==> src/rtl/uart.sv <==
// uart: memory-mapped 8N1 UART with programmable baud divisor and internal TX->RX loopback
// Ports:
//   clk, rst         clock, asynchronous active-high reset
//   en               hold: parks both FSMs and baud counters in idle, register access still works
//   addr, re, we     2-bit register bus: 00 TX data / status, 01 RX data, 10 divisor, 11 zero
//   wdata, rdata     write data, registered read data
//   tx               serial line (idle high), also the receiver input
//   tx_busy          a frame is in progress
//   rx_valid         an unread received byte is held
module uart (
  input  logic       clk,
  input  logic       rst,
  input  logic       en,
  input  logic [1:0] addr,
  input  logic       re,
  input  logic       we,
  input  logic [7:0] wdata,
  output logic [7:0] rdata,
  output logic       tx,
  output logic       tx_busy,
  output logic       rx_valid
);
  typedef enum logic [1:0] {S_IDLE, S_START, S_DATA, S_STOP} state_t;
  state_t     r_tx_st, r_rx_st;
  logic [7:0] r_div, r_tx_sh, r_tx_cnt, r_rx_sh, r_rx_cnt, r_rx_data;
  logic [2:0] r_tx_bit, r_rx_bit;
  logic       r_tx, r_rx_prev, r_rx_valid;
  logic [7:0] w_div, w_half;
  logic       w_tx_end, w_rx_end, w_rx_chk, w_tx_go, w_rx_done;
  assign w_div     = (r_div < 8'd2) ? 8'd1 : r_div;
  assign w_half    = w_div >> 1;
  assign w_tx_end  = r_tx_cnt >= w_div - 8'd1;
  assign w_rx_end  = r_rx_cnt >= w_div - 8'd1;
  // START is entered one cycle after tx falls, so +2 lands the re-check DIV/2 cycles after the edge
  assign w_rx_chk  = ({1'b0, r_rx_cnt} + 9'd2) >= {1'b0, w_half};
  assign w_tx_go   = we && addr == 2'b00 && !en && r_tx_st == S_IDLE;
  assign w_rx_done = !en && r_rx_st == S_STOP && w_rx_end && r_tx;
  assign tx        = r_tx;
  assign tx_busy   = r_tx_st != S_IDLE;
  assign rx_valid  = r_rx_valid;
  always_ff @(posedge clk or posedge rst) begin
    if (rst) begin
      r_div      <= 8'd16;
      rdata      <= 8'd0;
      r_rx_valid <= 1'b0;
    end else begin
      if (we && addr == 2'b10) r_div <= wdata;
      if (re) rdata <= addr == 2'b00 ? {6'b0, r_rx_valid, tx_busy} :
                       addr == 2'b01 ? r_rx_data :
                       addr == 2'b10 ? r_div : 8'd0;
      // a completing byte wins over a same-cycle clearing read
      if (w_rx_done) r_rx_valid <= 1'b1;
      else if (re && addr == 2'b01) r_rx_valid <= 1'b0;
    end
  end
  always_ff @(posedge clk or posedge rst) begin
    if (rst) begin
      r_tx_st  <= S_IDLE;
      r_tx     <= 1'b1;
      r_tx_cnt <= 8'd0;
      r_tx_bit <= 3'd0;
      r_tx_sh  <= 8'd0;
    end else if (en) begin
      r_tx_st  <= S_IDLE;
      r_tx     <= 1'b1;
      r_tx_cnt <= 8'd0;
    end else begin
      r_tx_cnt <= (r_tx_st == S_IDLE || w_tx_end) ? 8'd0 : r_tx_cnt + 8'd1;
      case (r_tx_st)
        S_IDLE: if (w_tx_go) begin
          r_tx_sh <= wdata;
          r_tx_st <= S_START;
          r_tx    <= 1'b0;
        end
        S_START: if (w_tx_end) begin
          r_tx     <= r_tx_sh[0];
          r_tx_bit <= 3'd0;
          r_tx_st  <= S_DATA;
        end
        S_DATA: if (w_tx_end) begin
          r_tx_sh  <= {1'b0, r_tx_sh[7:1]};
          r_tx_bit <= r_tx_bit + 3'd1;
          r_tx     <= r_tx_bit == 3'd7 ? 1'b1 : r_tx_sh[1];
          r_tx_st  <= r_tx_bit == 3'd7 ? S_STOP : S_DATA;
        end
        S_STOP: if (w_tx_end) r_tx_st <= S_IDLE;
      endcase
    end
  end
  always_ff @(posedge clk or posedge rst) begin
    if (rst) begin
      r_rx_st   <= S_IDLE;
      r_rx_cnt  <= 8'd0;
      r_rx_bit  <= 3'd0;
      r_rx_sh   <= 8'd0;
      r_rx_data <= 8'd0;
      r_rx_prev <= 1'b1;
    end else begin
      r_rx_prev <= r_tx;
      if (en) begin
        r_rx_st  <= S_IDLE;
        r_rx_cnt <= 8'd0;
      end else begin
        case (r_rx_st)
          S_IDLE: begin
            r_rx_cnt <= 8'd0;
            if (r_rx_prev && !r_tx) r_rx_st <= S_START;
          end
          S_START: begin
            r_rx_cnt <= w_rx_chk ? 8'd0 : r_rx_cnt + 8'd1;
            r_rx_bit <= 3'd0;
            if (w_rx_chk) r_rx_st <= r_tx ? S_IDLE : S_DATA;
          end
          S_DATA: begin
            r_rx_cnt <= w_rx_end ? 8'd0 : r_rx_cnt + 8'd1;
            if (w_rx_end) begin
              r_rx_sh  <= {r_tx, r_rx_sh[7:1]};
              r_rx_bit <= r_rx_bit + 3'd1;
              if (r_rx_bit == 3'd7) r_rx_st <= S_STOP;
            end
          end
          S_STOP: begin
            r_rx_cnt <= w_rx_end ? 8'd0 : r_rx_cnt + 8'd1;
            if (w_rx_end) begin
              r_rx_st <= S_IDLE;
              if (r_tx) r_rx_data <= r_rx_sh;
            end
          end
        endcase
      end
    end
  end
endmodule

==> config.mk <==
export PLATFORM = sky130hd
export DESIGN_NAME = uart
export DESIGN_NICKNAME = d
export VERILOG_FILES = /design/src/rtl/uart.sv
export SDC_FILE = /design/constraint.sdc
export NUM_CORES = 1
export LEC_CHECK = 0
export CAP_MARGIN = 15
export CORE_AREA = 2 2 99 77
export DETAILED_ROUTE_END_ITERATION = 8
export DIE_AREA = 0 0 101 79
export DONT_BUFFER_PORTS = 1
export GPL_ROUTABILITY_DRIVEN = 1
export PLACE_DENSITY = 0.72
export SYNTH_ARGS = -nofsm -noshare
export SYNTH_HDL_FRONTEND = slang
export SYNTH_SLANG_ARGS = --single-unit
==> constraint.sdc <==
create_clock -name clk -period 4.4 [get_ports clk]
set_clock_uncertainty 0.2 [all_clocks]
set_input_delay 0.44 -clock clk [delete_from_list [all_inputs] [get_ports clk]]
set_output_delay 0.44 -clock clk [all_outputs]
set_load 0.05 [all_outputs]
==> results of run 1 <==
stage by stage:
step / area, sq um / hold slack, ns / setup TNS, ns
2_1_floorplan: 3980 / 0.2602 / 0
3_3_place_gp: 4069 / 0.2738 / 0
3_5_place_dp: 4069 / 0.2941 / 0
4_1_cts: 4310 / 0.005118 / 0
5_1_grt: 4358 / 0.008464 / -0.1127
6_report: 4358 / 0.003171 / 0
cells in the final DEF (no fill, tap or decap), types with 2 or more instances in the layout:
| cell type | netlist | routed |
|---|---|---|
| buf_4 | 0 | 8 |
| a2bb2oi_1 | 7 | 7 |
| nor2b_1 | 2 | 2 |
| and3_1 | 3 | 3 |
| a31oi_1 | 3 | 3 |
| nor2_1 | 33 | 33 |
| o311ai_0 | 2 | 2 |
| nand3_1 | 14 | 14 |
| a21oi_1 | 20 | 20 |
| dfstp_2 | 3 | 3 |
| a22o_1 | 3 | 3 |
| inv_1 | 20 | 19 |
| nand2_1 | 26 | 26 |
| a21o_1 | 4 | 4 |
| a2111o_1 | 2 | 2 |
| a21boi_2 | 2 | 2 |
| xnor2_1 | 9 | 8 |
| nand2b_1 | 4 | 4 |
| bufinv_16 | 0 | 2 |
| o21ai_0 | 13 | 11 |
| o22ai_1 | 6 | 6 |
| nand3b_1 | 2 | 2 |
| maj3_2 | 2 | 2 |
| a22oi_1 | 6 | 6 |
| or4_1 | 3 | 3 |
| mux2_1 | 2 | 2 |
| mux2_2 | 22 | 22 |
| xor2_1 | 9 | 8 |
| ha_1 | 31 | 30 |
| clkbuf_8 | 0 | 9 |
| clkinvlp_4 | 0 | 2 |
| dfrtp_1 | 66 | 66 |
| nor3_1 | 9 | 9 |
| dlygate4sd3_1 | 0 | 2 |
| a31oi_4 | 1 | 2 |
| mux2i_1 | 6 | 6 |
cells in the mapped netlist, types with 2 or more instances:
library cell  count
dfrtp_1          66
nor2_1           33
ha_1             31
nand2_1          26
mux2_2           22
a21oi_1          20
inv_1            20
nand3_1          14
clkbuf_1         13
o21ai_0          13
nor3_1            9
xnor2_1           9
xor2_1            9
a2bb2oi_1         7
a22oi_1           6
mux2i_1           6
o22ai_1           6
a21o_1            4
nand2b_1          4
a22o_1            3
a31oi_1           3
and3_1            3
dfstp_2           3
or4_1             3
a2111o_1          2
a21boi_2          2
a31oi_2           2
maj3_2            2
mux2_1            2
nand3b_1          2
nor2b_1           2
o311ai_0          2
critical path: cells and delay by family (launching register included):
family	cells	cell delay [ns]
simple gates	5	1.48
xor+xnor	1	0.17
compound gates	4	0.74
mux	1	0.28
fa+ha+maj	3	0.82
flops	1	0.43
path summary, 6_finish.rpt:
path / slack (ns) / depth (start not counted) / from / endpoint
max: 0.15 / 14 / r_div[4] / r_tx_bit[0]
min: 0.003 / 2 / rst / r_tx_bit[0]
max reg2reg: 0.15 / 14 / r_div[4] / r_tx_bit[0]
min reg2reg: 0.31 / 1 / r_rx_data[0] / r_rx_data[0]
max in group asynchronous: 3.39 / 2 / rst / r_rx_data[5]
min in group clk: 0.02 / 1 / en / r_rx_bit[0]
power breakdown:
| group | switching, mW | internal (mW) | total [mW] |
|---|---|---|---|
| Sequential | 0.131 | 0.728 | 0.859 |
| Clock | 0.260 | 0.321 | 0.580 |
| Combinational | 0.289 | 0.230 | 0.519 |
flip-flops by register name, indices dropped and copies added (netlist names):
signal,flops
r_div,8
r_rx_cnt,8
r_rx_data,8
r_rx_sh,8
r_tx_cnt,8
r_tx_sh,8
rdata,8
r_rx_bit,3
r_tx_bit,3
r_rx_st,2
r_tx_st,2
r_rx_prev,1
rx_valid,1
tx,1
layout make-up:
cell class                 count  area, sq um
timing repair buffer          10        80.08
sequential                    69         1730
clock buffer                   9        123.9
fill                         586         2736
tap                           87        108.9
clock inverter                 7        97.59
multi-input combinational    277         2138
inverter                      21        78.83
what timing repair did:
item | in CTS | in global routing
hold buffers | 2 | 0
setup endpoints to repair | 0 | 30
endpoints found under the hold margin | 16 | 0
gates resized for setup | 0 | 8
setup buffers | 0 | 2
per-layer routing:
| layer | track usage, % | wire length [microns] | share of wire, % | up-vias |
|---|---|---|---|---|
| li1 | - | - | - | 1386 |
| met1 | 35.04 | 4312 | 49 | 1436 |
| met2 | 34.20 | 3947 | 45 | 90 |
| met3 | 6.074 | 459 | 5.2 | 4 |
| met4 | 6.757 | 59 | 0.67 | 0 |
| met5 | 0 | 0 | 0 | - |
logic make-up (layout without fill, tap and decap cells):
logic type	count (synthesis)	count (layout)	synth area share (%)
and+or+nand+nor	109	109	13.86
AOI/OAI and AO/OA	85	85	15.84
DFF	69	69	43.48
buffers and inverters	36	47	3.615
adders and majority gates	34	34	10.56
muxes	31	31	8.676
xor gates and xnor gates	18	18	3.961
==> flow_summary.yaml, run 1 <==
grt:
  grt_usage_pct: 23.65
  antenna_found_initial: 0
  grt_pass1_vias: 2851
  grt_remaining_overflow: 0
  grt_first_pass_wirelength_microns: 14580
  grt_max_degree: 70
sta:
  tightest_slew_ns: 0.8789
  timing.fmax_mhz: 235.1
  setup_slack_ns: 0.1467
  post-route-min-period_ns: 4.253
  hold_viol_final: 0
  slew_violations: 0
  maxSlewHeadroom_pct: 41.40
  setup_viol: 0
  final.period_utilization_pct: 96.67
placement:
  gp_congestion: 0.8118
  pre_cts_ws_ns: 0.08263
  dp_cells: 460
  port_buffers: 0
  hpwlAfterDp_microns: 6321
finish:
  diodes: 0
  final_util_pct: 61.43
  layout.nets: 434
  drive_above_1_share_pct: 18.83
  area_delta_synth_final_pct: 9.494
  stdcell_count: 480
job:
  cap_violations: 0
power:
  finalPower_mw: 1.958
  p_leak_nw: 1.996
  irDropWorstVdd_v: 0.0002695
  power_density_nw_per_um2: 449.2
clocking:
  numCtsBuffers: 9
  clk_latency_ns: 0.35
  cts-root-buf: "clkbuf_8"
  h-tree-depth: 3
  clk_path_buf_depth: 2
  tritoncts: "yes"
  cts_sinks: 69
  clk_pin_slew_ns: 0.08
synth:
  syn_area_sq_um: 3980
  synth_edf_count: 0
  syn_area_per_cell_sq_um: 10.42
  synth_flop_cell: "dfrtp_1"
  synth_top_area_share_pct: 41.50
  syn_inst: 382
  syn-num-nets: 428
  synth_area_leaders: "dfrtp_1 41%, ha_1 9.7%, mux2_2 6.2%, nor2_1 3.1%, a21oi_1 2.5%"
  synth_warnings: 0
  ys_seq_area_share_pct: 43.48
  synth_cell_types: 65
  synth_async_sr_flop_share_pct: 100.0
  synth_seq_cells: 69
  yosysTopAreaCell: "dfrtp_1"
setup_path:
  critical-path-max-stage-delay_ns: 0.56
  critPathRequiredTime_ns: 4.43
  worstPathCellList: "or4_1 -> or3_2 -> nor2_1 -> nor2_1 -> ha_2 -> or3b_4 -> xor2_2 -> ha_1 -> a21oi_1 -> o21ai_2 -> maj3_2 -> o21ai_4 -> a21oi_1 -> mux2_2"
  start_kind: "flop"
  cp_max_fo: 8
  crit_type: "flop to flop"
  cp.arrival_ns: 4.28
  crit_slowest_cell: "or4_1"
  endpoint_kind: "flop"
floorplanning:
  core-area_sq_um: 7094
  rows: 27
  die_area_sq_um: 7979
  die_y_microns: 79
  start_util_pct: 56.10
  die_x_microns: 101
  pin_count: 26
route:
  post_drt_wl_per_cell_microns: 18.29
  wirelength_microns: 8778
  drc: 0
  via_per_inst: 6.075
  drt_iter0_drc: 166
  drtAntennaViolNets: 0
  vias: 2916
  drtPass1Iterations: 4
min_path:
  hold_path.class: "input pin to async pin"
status:
  outcome: "complete, no violations"
Note: power is estimated with default switching activity, not from simulation.
==> run 2, diff against run 1 <==
Settings changed: GPL_TIMING_DRIVEN set to 0, SLEW_MARGIN set to 0.
==> run 2 against run 1 <==
Effect of this change:
- power shrank 6.6%
- sequential share of layout area is the same
- critical path depth unchanged
- register-to-register slack barely moved
- global-route usage fell by 1.4 points
- cell count up 2.1%
- first-iteration DRC count fell by 20%
- flip-flop and latch count stayed put
- utilization stayed put
- die area did not move
- highest routed layer unchanged
==> flow_summary.yaml, run 2 (same netlist as run 1, synthesis figures left out) <==
status:
  outcome: "complete, no violations"
finish:
  diodes: 0
  stdcell_area_sq_um: 4358
  fillers: 592
  register_area_sq_um: 1730
  stdcell_count: 490
  final_common_cell: "dfrtp_1"
  drive_above_1_share_pct: 18.11
  multi_input_area_sq_um: 2162
  final_cell_mix: "66 x dfrtp_1, 32 x nor2_1, 30 x ha_1, 26 x nand2_1, 22 x mux2_2"
  area_delta_synth_final_pct: 9.494
  layout.nets: 444
clocking:
  numCtsBuffers: 9
  tritoncts: "yes"
  cts_sinks: 69
  cts-root-buf: "clkbuf_8"
  clk_path_buf_depth: 2
  h-tree-depth: 3
  clk_pin_slew_ns: 0.07
  clk_latency_ns: 0.34
sta:
  setup_viol: 0
  slew_violations: 0
  maxSlewHeadroom_pct: 43.81
  tightest_slew_ns: 0.8429
  hold_viol_final: 0
  final.period_utilization_pct: 96.67
  post-route-min-period_ns: 4.254
  timing.fmax_mhz: 235.1
route:
  drc: 0
  via_per_inst: 5.924
  drt_iter0_drc: 133
  top_layer: "met4"
  dr_wl_met2_microns: 3757
  wirelength_microns: 8284
  drtAntennaViolNets: 0
  wl_met1_microns: 4011
  dr_wl_met3_microns: 437
  post_drt_wl_per_cell_microns: 16.91
  drtPass1Iterations: 4
  vias: 2903
setup_path:
  cp_max_fo: 8
  start_kind: "flop"
  rr_startpoint: "r_div[2]"
  endpoint: "r_rx_sh[4]"
  ff2ff_path_depth: 14
  crit_start: "r_div[2]"
  endpoint_kind: "flop"
  regToRegSetupSlack_ns: 0.15
  r2r-end: "r_rx_sh[4]"
  critPathRequiredTime_ns: 4.43
  cp.arrival_ns: 4.28
  crit_type: "flop to flop"
floorplanning:
  core-area_sq_um: 7094
  pin_count: 26
  die_x_microns: 101
  start_util_pct: 56.10
  die_area_sq_um: 7979
  rows: 27
  die_y_microns: 79
grt:
  grt_first_pass_wirelength_microns: 13830
  grt_pass1_vias: 2855
  grt_max_degree: 70
  antenna_found_initial: 0
  grt_remaining_overflow: 0
  grt_usage_pct: 22.26
power:
  irDropWorstVdd_v: 0.0002898
  power_density_nw_per_um2: 419.4
  p_leak_nw: 1.978
placement:
  placed_area_sq_um: 4091
  gp_congestion: 0.7896
  port_buffers: 0
  hpwlAfterDp_microns: 6162
  dp_cells: 469
job:
  cap_violations: 0
min_path:
  hold_path.class: "input pin to flop"
==> run 2: cell type report <==
class | count | area share, %
Tap cell | 87 | 2.498
Clock inverter | 4 | 0.5742
Inverter | 21 | 1.866
Multi-Input combinational cell | 277 | 49.61
Sequential cell | 69 | 39.71
Buffer | 15 | 1.493
Clock buffer | 12 | 3.330
Timing Repair Buffer | 5 | 0.9187
==> run 2: worst min path at each step <==
stage | startpoint | end | slack [ns] | cells past startpoint
6_report | wdata[0] | r_div[0] | 0.04 | 1
5_1_grt | wdata[2] | r_div[2] | 0.03 | 1
4_1_cts | wdata[5] | r_div[5] | 0.03 | 1
3_5_place_dp | r_rx_sh[0] | r_rx_sh[0] | 0.28 | 1
3_3_place_gp | r_rx_sh[0] | r_rx_sh[0] | 0.27 | 1
2_1_floorplan | r_rx_sh[0] | r_rx_sh[0] | 0.26 | 1
==> run 2: report_power, final <==
| group | internal (mW) | leakage, nW | switching [mW] |
|---|---|---|---|
| clock | 0.218 | 0.0824 | 0.234 |
| sequential | 0.728 | 0.887 | 0.124 |
| combinational | 0.226 | 1.01 | 0.297 |
| total | 1.17 | 1.98 | 0.655 |
==> run 2: through the flow <==
| stage | setup TNS, ns | util (%) | power, mW | setup WS (ns) | hold WS [ns] |
|---|---|---|---|---|---|
| finish | 0 | 61.43 | 1.828 | 0.1463 | 0.04336 |
| global placement | -0.8126 | 57.64 | 1.341 | -0.06834 | 0.2737 |
| detailed placement | -2.248 | 57.67 | 1.362 | -0.1445 | 0.2809 |
| floorplan | 0 | - | 1.238 | 0.3341 | 0.2602 |
| CTS | 0 | 60.48 | 1.822 | 0.02195 | 0.03236 |
| global route | -0.001977 | 61.43 | 1.939 | -0.001977 | 0.03361 |
==> run 2: metal layers <==
metal  GRT usage [%]  vias to the layer above
li1                -                     1415
met1           32.44                     1426
met2           33.27                       55
met3           5.282                        7
met4           6.216                        0
met5               0                        -
==> run 2: worst max-delay path, stage by stage, from the launching register on <==
cell and delay, ns:
dfrtp_1 0.50, or4_4 0.53, or3_2 0.44, nor2_2 0.12
nor2_1 0.09, ha_2 0.21, or3b_4 0.27, xor2_4 0.17
ha_1 0.26, a21oi_1 0.12, o21ai_1 0.12, maj3_2 0.35
a21boi_2 0.17, nand3b_4 0.22, mux2_2 0.35
==> run 2: repair_timing <==
| action | 4_1_cts | 5_1_grt |
|---|---|---|
| hold buffers | 1 | 0 |
| setup endpoints to repair | 35 | 43 |
| pin swaps | 2 | 2 |
| endpoints found under the hold margin | 66 | 0 |
| resized for setup | 5 | 7 |
| buffers inserted | 0 | 4 |
==> run 3, diff against run 2 <==
Settings changed: RECOVER_POWER set to 50.
==> run 3 against run 2 <==
Effect of this change:
- the flow now finishes with violations (capacitance limit, slew limit)
- power shrank 0.10%
- cell count is the same
- count of clock-buffer cells in the layout is the same
- critical endpoint unchanged
- largest power group unchanged
==> flow_summary.yaml, run 3 (same netlist as run 1, synthesis figures left out) <==
clocking:
  numCtsBuffers: 9
  cts_sinks: 69
  clk_path_buf_depth: 2
  cts-root-buf: "clkbuf_8"
  clk_pin_slew_ns: 0.07
  tritoncts: "yes"
  h-tree-depth: 3
  clk_latency_ns: 0.34
route:
  drtAntennaViolNets: 0
  wirelength_microns: 8313
  drc: 0
  drt_iter0_drc: 134
  post_drt_wl_per_cell_microns: 16.97
  drtPass1Iterations: 4
  vias: 2919
  via_per_inst: 5.957
power:
  p_leak_nw: 1.978
  irDropWorstVdd_v: 0.0002892
  finalPower_mw: 1.826
  power_density_nw_per_um2: 419.2
grt:
  use_met2_pct: 33.27
  grt_pass1_vias: 2855
  grt_remaining_overflow: 0
  use_met1_pct: 32.44
  top_usage_layer: "met2"
  grt_usage_pct: 22.26
  use_met3_pct: 5.282
  grt_max_degree: 70
  grt_first_pass_wirelength_microns: 13830
  antenna_found_initial: 0
sta:
  final.period_utilization_pct: 96.56
  slew_violations: 70
  setup_viol: 0
  post-route-min-period_ns: 4.248
  setup_slack_ns: 0.1516
  tightest_slew_ns: 2.606
  maxSlewHeadroom_pct: -73.91
  timing.fmax_mhz: 235.4
  hold_viol_final: 0
setup_path:
  cp_max_fo: 8
  endpoint_kind: "flop"
  critPathRequiredTime_ns: 4.43
  start_kind: "flop"
  cp.arrival_ns: 4.28
  crit_type: "flop to flop"
finish:
  area_delta_synth_final_pct: 9.431
  stdcell_area_sq_um: 4355
  diodes: 0
  drive_above_1_share_pct: 17.62
  final_common_cell: "dfrtp_1"
  stdcell_count: 490
  layout.nets: 444
  fillers: 593
  final_cell_mix: "66 x dfrtp_1, 32 x nor2_1, 30 x ha_1, 26 x nand2_1, 22 x mux2_2"
floorplanning:
  die_area_sq_um: 7979
  pin_count: 26
  core-area_sq_um: 7094
  die_y_microns: 79
  start_util_pct: 56.10
  die_x_microns: 101
  rows: 27
placement:
  placed_area_sq_um: 4091
  hpwlAfterDp_microns: 6162
  dp_cells: 469
  pre_cts_ws_ns: -0.1445
  gp_congestion: 0.7896
  port_buffers: 0
min_path:
  hold_path.class: "input pin to flop"
status:
  violations: "capacitance limit, slew limit"
  outcome: "finished, violations left"
job:
  cap_violations: 1
[run 3: layout make-up]
type	count	area [sq um]	share of cell area, %
timing repair buffer	5	40.04	0.9193
multi-input combinational	277	2162	49.64
inverter	21	78.83	1.810
buffer	15	65.06	1.494
clock buffer	12	145.1	3.332
tap	87	108.9	2.499
clock inverter	4	25.02	0.5745
sequential	69	1730	39.73
[run 3: timing repair]
action                                  in CTS  in global routing
resized for setup                            5                  7
hold endpoints to repair                    66                  0
endpoints found under the setup margin      35                 43
hold buffers                                 1                  0
pin swaps                                    2                  2
buffers inserted                             0                  4
[run 3: final timing paths]
check | from | endpoint | slack [ns] | cells after the start
setup reg to reg | r_div[4] | r_rx_sh[4] | 0.15 | 15
hold / removal | wdata[0] | r_div[0] | 0.04 | 1
min in group asynchronous | rst | r_tx_sh[0] | 1.25 | 2
hold reg to reg | r_rx_sh[0] | r_rx_sh[0] | 0.29 | 1
max in group asynchronous | rst | r_tx_cnt[5] | 1.25 | 2
setup / recovery | r_div[4] | r_rx_sh[4] | 0.15 | 15
[run 3: layer usage]
| layer | wire, microns | part of all wire (%) |
|---|---|---|
| met1 | 3935 | 47 |
| met2 | 3766 | 45 |
| met4 | 78 | 0.94 |
| met5 | 0 | 0 |
| met3 | 533 | 6.4 |
[run 3: critical path, stage by stage (launching register included)]
cell	delay (ns)
dfstp_2	0.37
buf_6	0.14
or4_4	0.52
or3_2	0.44
nor2_2	0.11
nor2_1	0.09
ha_2	0.21
or3b_4	0.27
xor2_4	0.17
ha_1	0.26
a21oi_1	0.12
o21ai_1	0.12
maj3_2	0.35
a21boi_2	0.17
nand3b_4	0.22
mux2_2	0.35
[run 3: where the power goes]
| group | leakage, nW | total, mW | internal (mW) | switching, mW |
|---|---|---|---|---|
| sequential | 0.886 | 0.851 | 0.727 | 0.124 |
| combinational | 1.01 | 0.523 | 0.226 | 0.297 |
| clock | 0.0824 | 0.452 | 0.218 | 0.234 |
| total | 1.98 | 1.83 | 1.17 | 0.654 |
[run 3: metrics by stage]
step	TNS (ns)	hold slack, ns	util (%)
detailed placement	-2.248	0.2809	57.67
global placement	-0.8126	0.2737	57.64
floorplan	0	0.2602	-
CTS	0	0.03236	60.48
finish	0	0.04072	61.39
global route	-0.001977	0.03361	61.39
